--- src/rtl/sd_extract.sv ---
// rtl/sd_extract.sv - receive sideband extractor: header parse, sideband FIFO, payload forward
//
// Purpose:
//   Takes packets whose first word (sop) is a header, decodes the header into
//   exponent/symbol/slot/frame, queues those fields in a BLOCK_QTY-deep
//   sideband FIFO and forwards only the payload words through a one-register
//   valid/ready output stage. A packet arriving while the FIFO is full is
//   consumed and dropped; a header-only packet is counted as a runt.
//
// Ports:
//   clk, rst                 clock (posedge), asynchronous active-high reset
//   din_restart              synchronous flush of FSM, FIFO pointers and output stage
//   din_sop/eop/valid/data   input stream, din_ready back-pressure
//   dout_sop/eop/valid/data  payload stream, dout_ready back-pressure
//   sd_valid, sd_ready       sideband head available / pop
//   sd_exp/symbol/slot/frame head entry fields
//   sd_*_pre                 entry following the head (predictive read)
//   bloc_used/full/empty     sideband FIFO occupancy
//   overflow_cnt, runt_cnt   dropped-packet and runt-packet counters
module sd_extract #(
    parameter int DATA_WIDTH      = 32,
    parameter int BLOCK_QTY       = 5,
    parameter int BLOC_ADDR_WIDTH = 3
) (
    input  logic                       clk,
    input  logic                       rst,
    input  logic                       din_restart,
    input  logic                       din_sop,
    input  logic                       din_eop,
    input  logic                       din_valid,
    input  logic [DATA_WIDTH-1:0]      din_data,
    output logic                       din_ready,
    input  logic                       dout_ready,
    output logic                       dout_sop,
    output logic                       dout_eop,
    output logic                       dout_valid,
    output logic [DATA_WIDTH-1:0]      dout_data,
    input  logic                       sd_ready,
    output logic                       sd_valid,
    output logic [5:0]                 sd_exp,
    output logic [3:0]                 sd_symbol,
    output logic [7:0]                 sd_slot,
    output logic [9:0]                 sd_frame,
    output logic [5:0]                 sd_exp_pre,
    output logic [3:0]                 sd_symbol_pre,
    output logic [7:0]                 sd_slot_pre,
    output logic [9:0]                 sd_frame_pre,
    output logic [BLOC_ADDR_WIDTH-1:0] bloc_used,
    output logic                       bloc_full,
    output logic                       bloc_empty,
    output logic [31:0]                overflow_cnt,
    output logic [31:0]                runt_cnt
);

    typedef enum logic [1:0] {
        IDLE,
        PAY,
        DROP
    } state_t;

    localparam logic [BLOC_ADDR_WIDTH-1:0] QTY  = BLOC_ADDR_WIDTH'(BLOCK_QTY);
    localparam logic [BLOC_ADDR_WIDTH-1:0] LAST = BLOC_ADDR_WIDTH'(BLOCK_QTY - 1);

    state_t                     state;
    logic                       first;
    logic [27:0]                hdr_stage;
    logic [27:0]                fifo_mem [BLOCK_QTY];
    logic [BLOC_ADDR_WIDTH-1:0] wr_ptr;
    logic [BLOC_ADDR_WIDTH-1:0] rd_ptr;
    logic [BLOC_ADDR_WIDTH-1:0] rd_pre;
    logic [BLOC_ADDR_WIDTH-1:0] wr_next;
    logic [BLOC_ADDR_WIDTH-1:0] rd_next;

    logic stage_free;
    logic din_hs;
    logic load;
    logic push;
    logic pop;

    assign stage_free = !dout_valid || dout_ready;
    assign din_ready  = (state == PAY) ? stage_free : 1'b1;
    assign din_hs     = din_valid && din_ready;
    assign load       = din_hs && (state == PAY);
    // The sideband entry is committed only once payload is known to exist,
    // so a header followed by nothing never leaves a dangling entry.
    assign push       = load && first;
    assign pop        = sd_ready && !bloc_empty;

    assign wr_next = (wr_ptr == LAST) ? '0 : wr_ptr + 1'b1;
    assign rd_next = (rd_ptr == LAST) ? '0 : rd_ptr + 1'b1;
    assign rd_pre  = rd_next;

    assign bloc_full  = (bloc_used == QTY);
    assign bloc_empty = (bloc_used == '0);
    assign sd_valid   = !bloc_empty;

    assign {sd_frame, sd_slot, sd_symbol, sd_exp}                 = fifo_mem[rd_ptr];
    assign {sd_frame_pre, sd_slot_pre, sd_symbol_pre, sd_exp_pre} = fifo_mem[rd_pre];

    always_ff @(posedge clk or posedge rst) begin
        if (rst) begin
            state        <= IDLE;
            first        <= 1'b0;
            hdr_stage    <= '0;
            wr_ptr       <= '0;
            rd_ptr       <= '0;
            bloc_used    <= '0;
            overflow_cnt <= '0;
            runt_cnt     <= '0;
            dout_valid   <= 1'b0;
            dout_sop     <= 1'b0;
            dout_eop     <= 1'b0;
            dout_data    <= '0;
            for (int i = 0; i < BLOCK_QTY; i++) begin
                fifo_mem[i] <= '0;
            end
        end else if (din_restart) begin
            // Flush wins over any handshake this cycle; counters and the
            // stored entries are left alone.
            state      <= IDLE;
            first      <= 1'b0;
            wr_ptr     <= '0;
            rd_ptr     <= '0;
            bloc_used  <= '0;
            dout_valid <= 1'b0;
        end else begin
            case (state)
                IDLE: begin
                    // Non-sop words in IDLE are strays and simply consumed.
                    if (din_hs && din_sop) begin
                        if (din_eop) begin
                            runt_cnt <= runt_cnt + 32'd1;
                        end else if (bloc_full) begin
                            state <= DROP;
                        end else begin
                            state     <= PAY;
                            hdr_stage <= din_data[27:0];
                            first     <= 1'b1;
                        end
                    end
                end
                PAY: begin
                    if (din_hs) begin
                        first <= 1'b0;
                        if (din_eop) begin
                            state <= IDLE;
                        end
                    end
                end
                DROP: begin
                    if (din_hs && din_eop) begin
                        overflow_cnt <= overflow_cnt + 32'd1;
                        state        <= IDLE;
                    end
                end
                default: state <= IDLE;
            endcase

            if (load) begin
                dout_valid <= 1'b1;
                dout_data  <= din_data;
                dout_sop   <= first;
                dout_eop   <= din_eop;
            end else if (dout_ready) begin
                dout_valid <= 1'b0;
            end

            if (push) begin
                fifo_mem[wr_ptr] <= hdr_stage;
                wr_ptr           <= wr_next;
            end
            if (pop) begin
                rd_ptr <= rd_next;
            end
            if (push && !pop) begin
                bloc_used <= bloc_used + 1'b1;
            end else if (pop && !push) begin
                bloc_used <= bloc_used - 1'b1;
            end
        end
    end

endmodule

--- config.mk ---
export PLATFORM = sky130hd
export DESIGN_NAME = sd_extract
export DESIGN_NICKNAME = d
export VERILOG_FILES = /design/src/rtl/sd_extract.sv
export SDC_FILE = /design/constraint.sdc
export NUM_CORES = 1
export LEC_CHECK = 0
export BUFFER_PORTS_ARGS = -buffer_cell sky130_fd_sc_hd__buf_2
export CAP_MARGIN = 10
export CORE_MARGIN = 4
export CORE_UTILIZATION = 30
export DETAILED_ROUTE_END_ITERATION = 6
export GPL_TIMING_DRIVEN = 0
export PLACE_DENSITY = 0.45
export REMOVE_ABC_BUFFERS = 1
export SYNTH_ARGS = -nofsm -noshare
export SYNTH_HDL_FRONTEND = slang
export SYNTH_SLANG_ARGS = --single-unit
--- constraint.sdc ---
create_clock -name clk -period 8.6 [get_ports clk]
set_input_delay 1.29 -clock clk [delete_from_list [all_inputs] [get_ports clk]]
set_output_delay 1.29 -clock clk [all_outputs]
set_load 0.02 [all_outputs]
==> key figures, run 1 <==
Detailed routing
  – Vias per std cell: 5.03
  – TritonRoute pass-1 iters: 5
  – DRC errors left: 0
  – Drt total wl: 39900 um
  – Initial DRC Count: 570
  – Via count: 9661
  – DR WL/cell: 20.8 um
  – Post-DRT Antenna Nets: 0

Power and ir drop
  – Clock power frac: 36.4%
  – Gate power share: 26.4%
  – Highest ir drop seen on vdd: 0.188 mV
  – P_sw: 0.00139 W
  – Switching Fraction: 33.1%
  – Power Internal: 0.00280 W
  – Sequential Power Share: 37.2%
  – Leak: 8.08 nW
  – Cell Pwr Density: 250 nW/um2
  – Total power: 0.00419 W

Timing
  – Slew @ Worst Pin: 1.10 ns
  – Worst slew margin: 25.9%
  – Clk_skew: 0.0153 ns
  – Final critical-path setup slack: 2.75 ns
  – # setup viols final: 0
  – Max Clk Rate: 171 MHz
  – Slew Limit Fails: 0
  – Hold slack: 0.470 ns
  – Min cycle time layout: 5.85 ns
  – Crit share post-route: 68.0%
  – Final Hold Vio Count: 0
  – RSZ-0062 raised after global routing: false

Yosys
  – Gate Count Post-Synth: 1109
  – Synth Flop Type: dfrtp_1
  – Synthesized area: 13600 um2
  – Seq/Total Area, Yosys: 51.2%
  – Yosys cell types: 55
  – Syn Area/Cell: 12.3 um2
  – Yosys warns: 0
  – EDFF count, synth: 0
  – Seq cells post-synth: 279
  – Fraction of registers with async set or reset after synthesis: 100%

Placement
  – Post-DP HPWL: 25300 um
  – Worst slack at placement: 3.35 ns
  – Gpl congestion: 0.725
  – Placed Cells: 1857
  – I/O Buffers: 201

Clock tree
  – Post-CTS Resized: 0
  – CTS Buf Count: 36
  – Clock root buffer: clkbuf_16
  – Hold_buf cts: 0
  – H-Tree Depth: 2
  – CTS tree: built
  – CTS max path bufs: 3
  – Clock Sinks: 279
  – Clk_lat worst skew: 0.54 ns
  – Clock transition at path regs: 0.05 ns
  – Number of setup buffers added after CTS: 0

Global route
  – Initial antenna violation count: 0
  – Vias in the first global route: 10.2k
  – Largest net degree at the start of global routing: 118
  – First-pass GRT wire length: 63000 um
  – Gr ovfl total: 0
  – Overall routing resource usage: 16.2%

Die
  – Core ar.: 44600 um2
  – IO Count: 202
  – DIE AREA: 49000 um2
  – Die X-Extent: 221 um
  – Row cnt: 77
  – DIE HEIGHT: 221 um
  – Initial Util: 30.6%

Finish
  – Antenna cells: 0
  – FILL cells: 4360
  – Multi-input combinational cell area: 6340 um2
  – Area Growth Syn to Fin: 22.8%
  – Non-filler cells, final: 1920
  – Final #Nets: 1350
  – Reg area: 6990 um2
  – Layout cells sized above 1: 38.0%

Setup path
  – R2R cell count: 5
  – Arrival time worst endpoint: 4.56 ns
  – Worst R2R Setup Slack: 5.17 ns
  – R2R Path End: fifo_mem[7]$_DFFE_PP0P_
  – Setup crit end kind: output pin
  – Worst-path maximum fanout: 45
  – Startpoint Class: flop
  – Reg2reg start: state[1]$_DFFE_PP0P_
  – CP Data Required Time: 7.31 ns
  – Crit path kind: flop to output pin

Hold path
  – Hold Path Cell Cnt: 1
  – Hold Crit Class: flop to flop
  – Worst min-delay path startpoint: overflow_cnt[31]$_DFFE_PP0P_
  – Hold endpoint: overflow_cnt[31]$_DFFE_PP0P_

Flow run
  – MaxCap Viol Count: 0

Outcome
  – Status: completed
[final cells by class]
class | instances | share of cell area (%)
tap | 592 | 4.42
multi-input combinational | 751 | 37.8
clock inverter | 3 | 0.388
clock buffer | 60 | 6.75
sequential | 279 | 41.7
timing repair buffer | 223 | 8.61
inverter | 12 | 0.313
[placed cells by master (no fill, tap or decap), types with 3 or more instances in the layout]
cell | synthesis | routed
nand2_1 | 92 | 90
a21oi_1 | 34 | 33
buf_2 | 8 | 201
clkbuf_1 | 33 | 11
buf_8 | 0 | 3
clkbuf_8 | 0 | 12
and4_1 | 9 | 9
o22ai_1 | 28 | 28
inv_1 | 12 | 11
mux2_2 | 125 | 125
nor2_1 | 54 | 54
dfrtp_1 | 279 | 276
clkbuf_16 | 0 | 37
mux2_4 | 80 | 80
buf_12 | 0 | 6
nand2_2 | 1 | 3
o2bb2ai_1 | 29 | 29
and2_1 | 4 | 4
nor4_1 | 8 | 7
nand4_1 | 20 | 20
nor2b_1 | 4 | 3
o221ai_1 | 28 | 28
mux2i_1 | 58 | 57
ha_1 | 6 | 6
buf_6 | 12 | 3
xnor2_1 | 49 | 49
or4_2 | 0 | 4
nand3_1 | 27 | 27
and3_1 | 40 | 40
xor2_1 | 14 | 14
nor3_1 | 7 | 6
buf_16 | 0 | 8
[worst max-delay path, stage by stage (launching register included)]
cell	delay (ns)
dfrtp_4	0.66
buf_16	0.37
inv_1	0.17
ha_1	0.42
a21boi_4	0.79
nand2_2	0.78
o221ai_1	0.44
o2bb2ai_1	0.18
buf_2	0.19
[stage by stage]
stage | setup TNS, ns | area, um2 | util, %
finish | 0 | 16800 | 37.6
global route | 0 | 16800 | 37.6
CTS | 0 | 16800 | 37.6
detailed placement | 0 | 15600 | 34.9
global placement | -1341.86 | 15000 | 33.7
floorplan | -107.09 | 13300 | -
[sequential cells by signal, summed over array words and instances, names as in the netlist]
signal / flops
runt_cnt: 32
dout_sop: 1
first: 1
dout_data: 32
bloc_used: 3
dout_eop: 1
overflow_cnt: 32
state: 2
hdr_stage: 28
wr_ptr: 3
rd_ptr: 3
dout_valid: 1
fifo_mem: 140
[logic make-up (layout without fill, tap and decap cells)]
group | count (synthesis) | count (layout) | share of synthesized area, %
AOI/OAI and AO/OA | 129 | 129 | 6.79
xor gates and xnor gates | 63 | 63 | 4.04
adders and majority gates | 7 | 7 | 0.697
buffers and inverters | 79 | 298 | 2.99
DFF | 279 | 279 | 51.2
muxes | 263 | 263 | 23.4
and+or+nand+nor | 289 | 289 | 10.9
[metal layers]
metal	up-vias	global-route usage [%]	part of all wire, %
met5	-	0	0
met4	0	4.49	2.5
met3	73	4.48	6.2
met2	277	24.6	44
met1	4888	22.7	47
li1	4423	-	-
[power groups by stage]
| stage | logic [W] | registers (W) | clock network, W |
|---|---|---|---|
| after global placement | 0.000993 | 0.00163 | 0 |
| after global routing | 0.00118 | 0.00158 | 0.00164 |
| after CTS | 0.00111 | 0.00156 | 0.00159 |
| final | 0.00110 | 0.00156 | 0.00152 |
| after detailed placement | 0.00111 | 0.00158 | 0 |
| after floorplan | 0.000553 | 0.00164 | 0 |
[worst max-delay path by stage]
stage / startpoint / end / slack, ns / cells past startpoint
after detailed placement: rd_ptr[0]$_DFFE_PP0P_ / sd_symbol_pre[3] / 3.35 / 8
after global routing: rd_ptr[0]$_DFFE_PP0P_ / sd_symbol_pre[3] / 2.54 / 8
final: rd_ptr[0]$_DFFE_PP0P_ / sd_symbol_pre[3] / 2.75 / 8
after CTS: rd_ptr[0]$_DFFE_PP0P_ / sd_symbol_pre[3] / 2.72 / 8
after global placement: rd_ptr[0]$_DFFE_PP0P_ / sd_symbol_pre[3] / -4.42 / 7
after floorplan: rst / bloc_used[0]$_DFFE_PP0P_ / -0.38 / 1
[cells in the mapped netlist, types with 2 or more instances]
library cell	instances	area (um2)
nand4bb_1	2	22.5
nand2_1	92	345
buf_2	8	40.0
and4_1	9	78.8
o221ai_1	28	245
mux2_4	80	1200
inv_1	12	45.0
xnor2_1	49	429
xor2_1	14	123
nand4_1	20	125
ha_1	6	75.1
dfrtp_1	279	6980
mux2i_1	58	581
and2_1	4	25.0
nor2_1	54	203
o22ai_1	28	175
buf_6	12	135
nand4b_1	2	17.5
nor4_1	8	50.1
o2bb2ai_1	29	254
or4_1	5	37.5
nand3_1	27	135
buf_4	3	22.5
nand2b_1	2	12.5
nor3_1	7	35.0
buf_1	11	41.3
nor2b_1	4	25.0
a21oi_1	34	170
and3_1	40	250
clkbuf_1	33	124
mux2_2	125	1410
Note: power is estimated with default switching activity, not from simulation.
==> inputs of run 2 (changes only) <==
==> constraint.sdc (replaced) <==
create_clock -name clk -period 5.25 [get_ports clk]
set_input_delay 0.7875 -clock clk [delete_from_list [all_inputs] [get_ports clk]]
set_output_delay 0.7875 -clock clk [all_outputs]
set_load 0.02 [all_outputs]
==> run 2 against run 1 <==
Combinational power up 65%; critical path depth unchanged; sequential share of layout area about the same; non-clock buffer count unchanged; clock skew about the same; worst hold slack worse by 0.21 ns; setup slack worse by 2.5 ns; power up 64%; final cell count unchanged; die area unchanged; clock-buffer cell count unchanged.
==> key figures, run 2 (synthesized netlist as in run 1, its figures left out) <==
Global route
  – First-pass GRT wire length: 63000 um
  – Gr ovfl total: 0
  – Vias in the first global route: 10.2k
  – Initial antenna violation count: 0
  – Largest net degree at the start of global routing: 118
  – Overall routing resource usage: 16.2%

Die
  – DIE HEIGHT: 221 um
  – Row cnt: 77
  – Die X-Extent: 221 um
  – Initial Util: 30.6%
  – DIE AREA: 49000 um2
  – IO Count: 202
  – Core ar.: 44600 um2

Setup path
  – Crit path kind: flop to output pin
  – Arrival time worst endpoint: 4.25 ns
  – CP Data Required Time: 4.46 ns
  – Setup crit end kind: output pin
  – Startpoint Class: flop
  – Worst-path maximum fanout: 45

Finish
  – FILL cells: 4358
  – Area Growth Syn to Fin: 22.9%
  – Max FFs per register: 140
  – Non-filler cells, final: 1920
  – Top reg by flops: fifo_mem
  – Final #Nets: 1350
  – Commonest non-fill, non-tap cell in the layout: dfrtp_1
  – Most frequent cells in the layout: dfrtp_1 (276), buf_2 (201), mux2_2 (125)
  – Antenna cells: 0
  – Post-layout util: 37.6%
  – Layout cells sized above 1: 38.0%

Timing
  – Slew Limit Fails: 0
  – RSZ-0062 raised after global routing: false
  – Clk_skew: 0.0152 ns
  – Max Clk Rate: 198 MHz
  – Crit share post-route: 96.0%
  – Final Hold Vio Count: 0
  – Worst slew margin: 25.9%
  – Min cycle time layout: 5.04 ns
  – Slew @ Worst Pin: 1.10 ns
  – # setup viols final: 0
  – Final critical-path setup slack: 0.210 ns
  – Hold slack: 0.264 ns

Hold path
  – Hold Crit Class: input pin to asynchronous set/reset pin

Power and ir drop
  – Highest ir drop seen on vdd: 0.308 mV
  – Cell Pwr Density: 409 nW/um2
  – Leak: 8.09 nW

Clock tree
  – CTS max path bufs: 3
  – Number of setup buffers added after CTS: 0
  – CTS tree: built
  – Clk_lat worst skew: 0.54 ns
  – CTS Buf Count: 36
  – H-Tree Depth: 2
  – Clock root buffer: clkbuf_16
  – Clock Sinks: 279
  – Clock transition at path regs: 0.05 ns

Placement
  – Post-DP HPWL: 25300 um
  – Gpl congestion: 0.725
  – I/O Buffers: 201
  – Worst slack at placement: 0.503 ns
  – Placed Cells: 1857

Flow run
  – MaxCap Viol Count: 0

Detailed routing
  – Initial DRC Count: 573
  – TritonRoute pass-1 iters: 5
  – Via count: 9658
  – DR WL/cell: 20.8 um
  – Post-DRT Antenna Nets: 0
  – Vias per std cell: 5.03
  – Drt total wl: 39900 um
  – DRC errors left: 0

Outcome
  – Status: completed
-- run 2: worst paths after layout --
path	startpoint	end	slack, ns	cells after the start
max reg2reg	state[1]$_DFFE_PP0P_	fifo_mem[7]$_DFFE_PP0P_	1.82	5
min in group clk	overflow_cnt[31]$_DFFE_PP0P_	overflow_cnt[31]$_DFFE_PP0P_	0.47	1
max	rd_ptr[0]$_DFFE_PP0P_	sd_symbol_pre[3]	0.21	8
min	rst	dout_data[24]$_DFFE_PP0P_	0.26	2
min reg2reg	overflow_cnt[31]$_DFFE_PP0P_	overflow_cnt[31]$_DFFE_PP0P_	0.47	1
max in group asynchronous	rst	rd_ptr[0]$_DFFE_PP0P_	3.91	3
-- run 2: final cells by class --
class | count | area [um2] | share of cell area [%]
timing repair buffer | 223 | 1440 | 8.61
multi-input combinational | 751 | 6350 | 37.9
tap | 592 | 741 | 4.42
sequential | 279 | 6990 | 41.7
inverter | 12 | 52.6 | 0.313
clock buffer | 60 | 1130 | 6.75
clock inverter | 3 | 65.1 | 0.388
-- run 2: through the flow --
stage          setup TNS (ns)  area, um2  total power (W)
2_1_floorplan         -940.74      13300          0.00360
3_3_place_gp         -2278.62      15000          0.00429
3_5_place_dp                0      15600          0.00441
4_1_cts                     0      16800          0.00698
5_1_grt                     0      16800          0.00722
6_report                    0      16800          0.00686
-- run 2: timing repair --
item / in CTS / in global routing
cloned: 0 / 0
pin swaps: 0 / 0
resized for setup: 1 / 1
setup endpoints to repair: 28 / 6
hold buffers: 0 / 0
-- run 2: worst max-delay path, cell delays in order, from the launching register on --
cell	delay, ns
dfrtp_4	0.66
buf_16	0.37
inv_1	0.17
ha_1	0.45
a21boi_4	0.82
nand2_4	0.52
o221ai_1	0.35
o2bb2ai_1	0.17
buf_2	0.19
-- run 2: power by group --
part           total, W  internal [W]  switching [W]
clock           0.00249       0.00156       0.000937
sequential      0.00255       0.00233       0.000222
combinational   0.00181      0.000695        0.00112
-- run 2: layer usage --
layer	wire length, um	global-route usage (%)	up-vias
met5	0	0	-
met4	1010	4.49	0
met3	2500	4.48	73
met2	17800	24.6	266
met1	18700	22.7	4892
li1	-	-	4427
==> inputs of run 3 (changes only) <==
--- a/config.mk
+++ b/config.mk
@@ -5,10 +5,12 @@
 export SDC_FILE = /design/constraint.sdc
 export NUM_CORES = 1
 export LEC_CHECK = 0
+export ABC_AREA = 1
 export BUFFER_PORTS_ARGS = -buffer_cell sky130_fd_sc_hd__buf_2
 export CAP_MARGIN = 10
 export CORE_MARGIN = 4
 export CORE_UTILIZATION = 30
+export CTS_CLUSTER_DIAMETER = 150
 export DETAILED_ROUTE_END_ITERATION = 6
 export GPL_TIMING_DRIVEN = 0
 export PLACE_DENSITY = 0.45
==> run 3 against run 2 <==
Wire length increased by 18%; critical path depth rose by 4; sequential cell count did not move; highest routed layer unchanged.
==> key figures, run 3 <==
Yosys
  – Top post-synthesis cells by area: dfrtp_1 (48%), nand2_1 (17%), o21ai_0 (9.4%), inv_1 (4.5%), nor2_1 (3.8%)
  – Seq cells post-synth: 279
  – Area leader, netlist: dfrtp_1
  – Seq/Total Area, Yosys: 48.0%
  – Syn Area/Cell: 7.44 um2
  – Gate Count Post-Synth: 1956
  – Most frequent cell after synthesis: nand2_1
  – Synthesized area: 14600 um2
  – Share of Yosys cell area claimed by the top area cell type: 48.0%
  – Synth cell count leaders: nand2_1 (676), dfrtp_1 (279), o21ai_0 (274)
  – Yosys cell types: 30
  – EDFF count, synth: 0
  – Yosys warns: 0
  – Synth Flop Type: dfrtp_1
  – Fraction of registers with async set or reset after synthesis: 100%

Setup path
  – Reg2reg start: rd_ptr[0]$_DFFE_PP0P_
  – Startpoint Class: flop
  – Crit path max-delay cell type: clkinvlp_4
  – Combined buffer and inverter count along the critical path: 5
  – Crit path kind: flop to output pin
  – Arrival time worst endpoint: 4.27 ns
  – Critical Path Start: rd_ptr[0]$_DFFE_PP0P_
  – Worst-path maximum fanout: 67
  – Cell family with most CP delay: buffers and inverters
  – Most used cell, CP: o21ai_0
  – Max incr delay on CP: 0.65 ns
  – Cell breakdown of the critical path: buf_16 > inv_2 > buf_12 > ha_1 > nand2_1 > nand2_2 > clkinvlp_4 > o21ai_0 > o21ai_0 > nand2_1 > o21ai_0 > buf_2
  – CP Data Required Time: 4.46 ns
  – Setup crit end kind: output pin

Finish
  – Area Growth Syn to Fin: 20.2%
  – Max FFs per register: 140
  – Post-layout instance area: 17500 um2
  – Non-filler cells, final: 2752
  – Antenna cells: 0
  – Most frequent cells in the layout: nand2_1 (674), dfrtp_1 (277), o21ai_0 (274)
  – Commonest non-fill, non-tap cell in the layout: nand2_1
  – Layout cells sized above 1: 13.9%
  – Top reg by flops: fifo_mem
  – Final #Nets: 2161

Power and ir drop
  – Total power: 0.00632 W
  – P_sw: 0.00200 W
  – Clock power frac: 40.9%
  – Power Internal: 0.00431 W
  – Cell Pwr Density: 361 nW/um2
  – Switching Fraction: 31.7%
  – Leak: 8.16 nW
  – Highest ir drop seen on vdd: 0.216 mV
  – Sequential Power Share: 39.0%
  – Gate power share: 20.1%

Clock tree
  – Clock root buffer: clkbuf_16
  – Clk_lat worst skew: 0.53 ns
  – Clock Sinks: 279
  – Post-CTS Resized: 1
  – Number of setup buffers added after CTS: 0
  – Hold_buf cts: 0
  – H-Tree Depth: 2
  – CTS tree: built
  – CTS Buf Count: 37
  – Clock transition at path regs: 0.06 ns
  – CTS max path bufs: 3

Timing
  – Fin Setup TNS: 0 ns
  – Max Clk Rate: 198 MHz
  – Clk_skew: 0.0118 ns
  – Final critical-path setup slack: 0.197 ns
  – Min cycle time layout: 5.05 ns
  – Crit share post-route: 96.2%
  – Slew @ Worst Pin: 1.02 ns
  – Final Hold Vio Count: 0
  – Slew Limit Fails: 0
  – RSZ-0062 raised after global routing: true
  – # setup viols final: 0
  – Worst slew margin: 31.5%

Detailed routing
  – Drt total wl: 47200 um
  – Vias per std cell: 4.79
  – Initial DRC Count: 874
  – DR WL/cell: 17.1 um
  – TritonRoute pass-1 iters: 5
  – Post-DRT Antenna Nets: 0
  – Via count: 13.2k
  – DRC errors left: 0

Global route
  – Initial antenna violation count: 0
  – First-pass GRT wire length: 75500 um
  – Overall routing resource usage: 18.0%
  – Vias in the first global route: 13.3k
  – Largest net degree at the start of global routing: 114
  – Gr ovfl total: 0

Placement
  – Cell Area, Placed: 16200 um2
  – Post-DP HPWL: 29300 um
  – Placed Cells: 2689
  – I/O Buffers: 201
  – Gpl congestion: 0.868
  – Worst slack at placement: 0.476 ns

Die
  – Initial Util: 30.4%
  – Core ar.: 47800 um2
  – IO Count: 202
  – Die X-Extent: 228 um
  – DIE AREA: 52100 um2
  – DIE HEIGHT: 228 um
  – Row cnt: 80

Flow run
  – MaxCap Viol Count: 0

Hold path
  – Hold Crit Class: input pin to asynchronous set/reset pin

Outcome
  – Status: completed
-- run 3: changes by cell type after synthesis, sizes merged, moves of 27 or more --
cell / change
nor2: +97
and3: -40
inv: +166
o221ai: -28
xnor2: -31
mux2i: -58
o2bb2ai: -29
o211ai: +27
nand3: +79
o21ai: +314
nand2: +585
mux2: -205
-- run 3: metrics by stage --
| step | hold slack [ns] | util, % |
|---|---|---|
| floorplan | 0.442 | - |
| global placement | 0.455 | 33.1 |
| detailed placement | 0.458 | 33.9 |
| CTS | 0.287 | 36.5 |
| global route | 0.318 | 36.6 |
| finish | 0.266 | 36.6 |
-- run 3: worst paths after layout --
kind                                             end  slack, ns  cells after the start
setup / recovery                       sd_exp_pre[2]       0.20                     12
hold / removal                  dout_eop$_DFFE_PP0P_       0.27                      2
setup reg to reg               rd_ptr[2]$_DFFE_PP0P_       2.16                      9
hold reg to reg            fifo_mem[130]$_DFFE_PP0P_       0.47                      2
max in group asynchronous   fifo_mem[45]$_DFFE_PP0P_       3.48                      4
min in group clk           dout_data[29]$_DFFE_PP0P_       0.46                      3
-- run 3: cell families after synthesis --
family / after synthesis / share of synthesized area (%)
buffers and inverters: 277 / 8.04
adders and majority gates: 7 / 0.653
DFF: 279 / 48.0
xor gates and xnor gates: 32 / 1.93
AOI/OAI and AO/OA: 378 / 13.5
and+or+nand+nor: 983 / 27.9
-- run 3: routing by layer --
metal  share of wire, %  track usage, %  vias up
met5                  0               0        -
met4                2.2            5.43        0
met3                5.7            3.56       70
met2                 46            29.3      327
met1                 46            24.4     6191
li1                   -               -     6589
-- run 3: power by group through the flow --
stage / Combinational [W] / Sequential [W] / Clock [W]
after floorplan: 0.000640 / 0.00261 / 0
final: 0.00127 / 0.00247 / 0.00258
after global placement: 0.00122 / 0.00254 / 0
after detailed placement: 0.00129 / 0.00250 / 0
after CTS: 0.00129 / 0.00247 / 0.00269
after global routing: 0.00142 / 0.00249 / 0.00276
-- run 3: area by class of cell --
class,instances,area (um2)
Clock inverter,6,109
Timing Repair Buffer,218,1380
Multi-Input combinational cell,1400,6450
Tap cell,615,769
Fill cell,5080,30400
Inverter,178,679
Clock buffer,56,1120
Sequential cell,279,6990
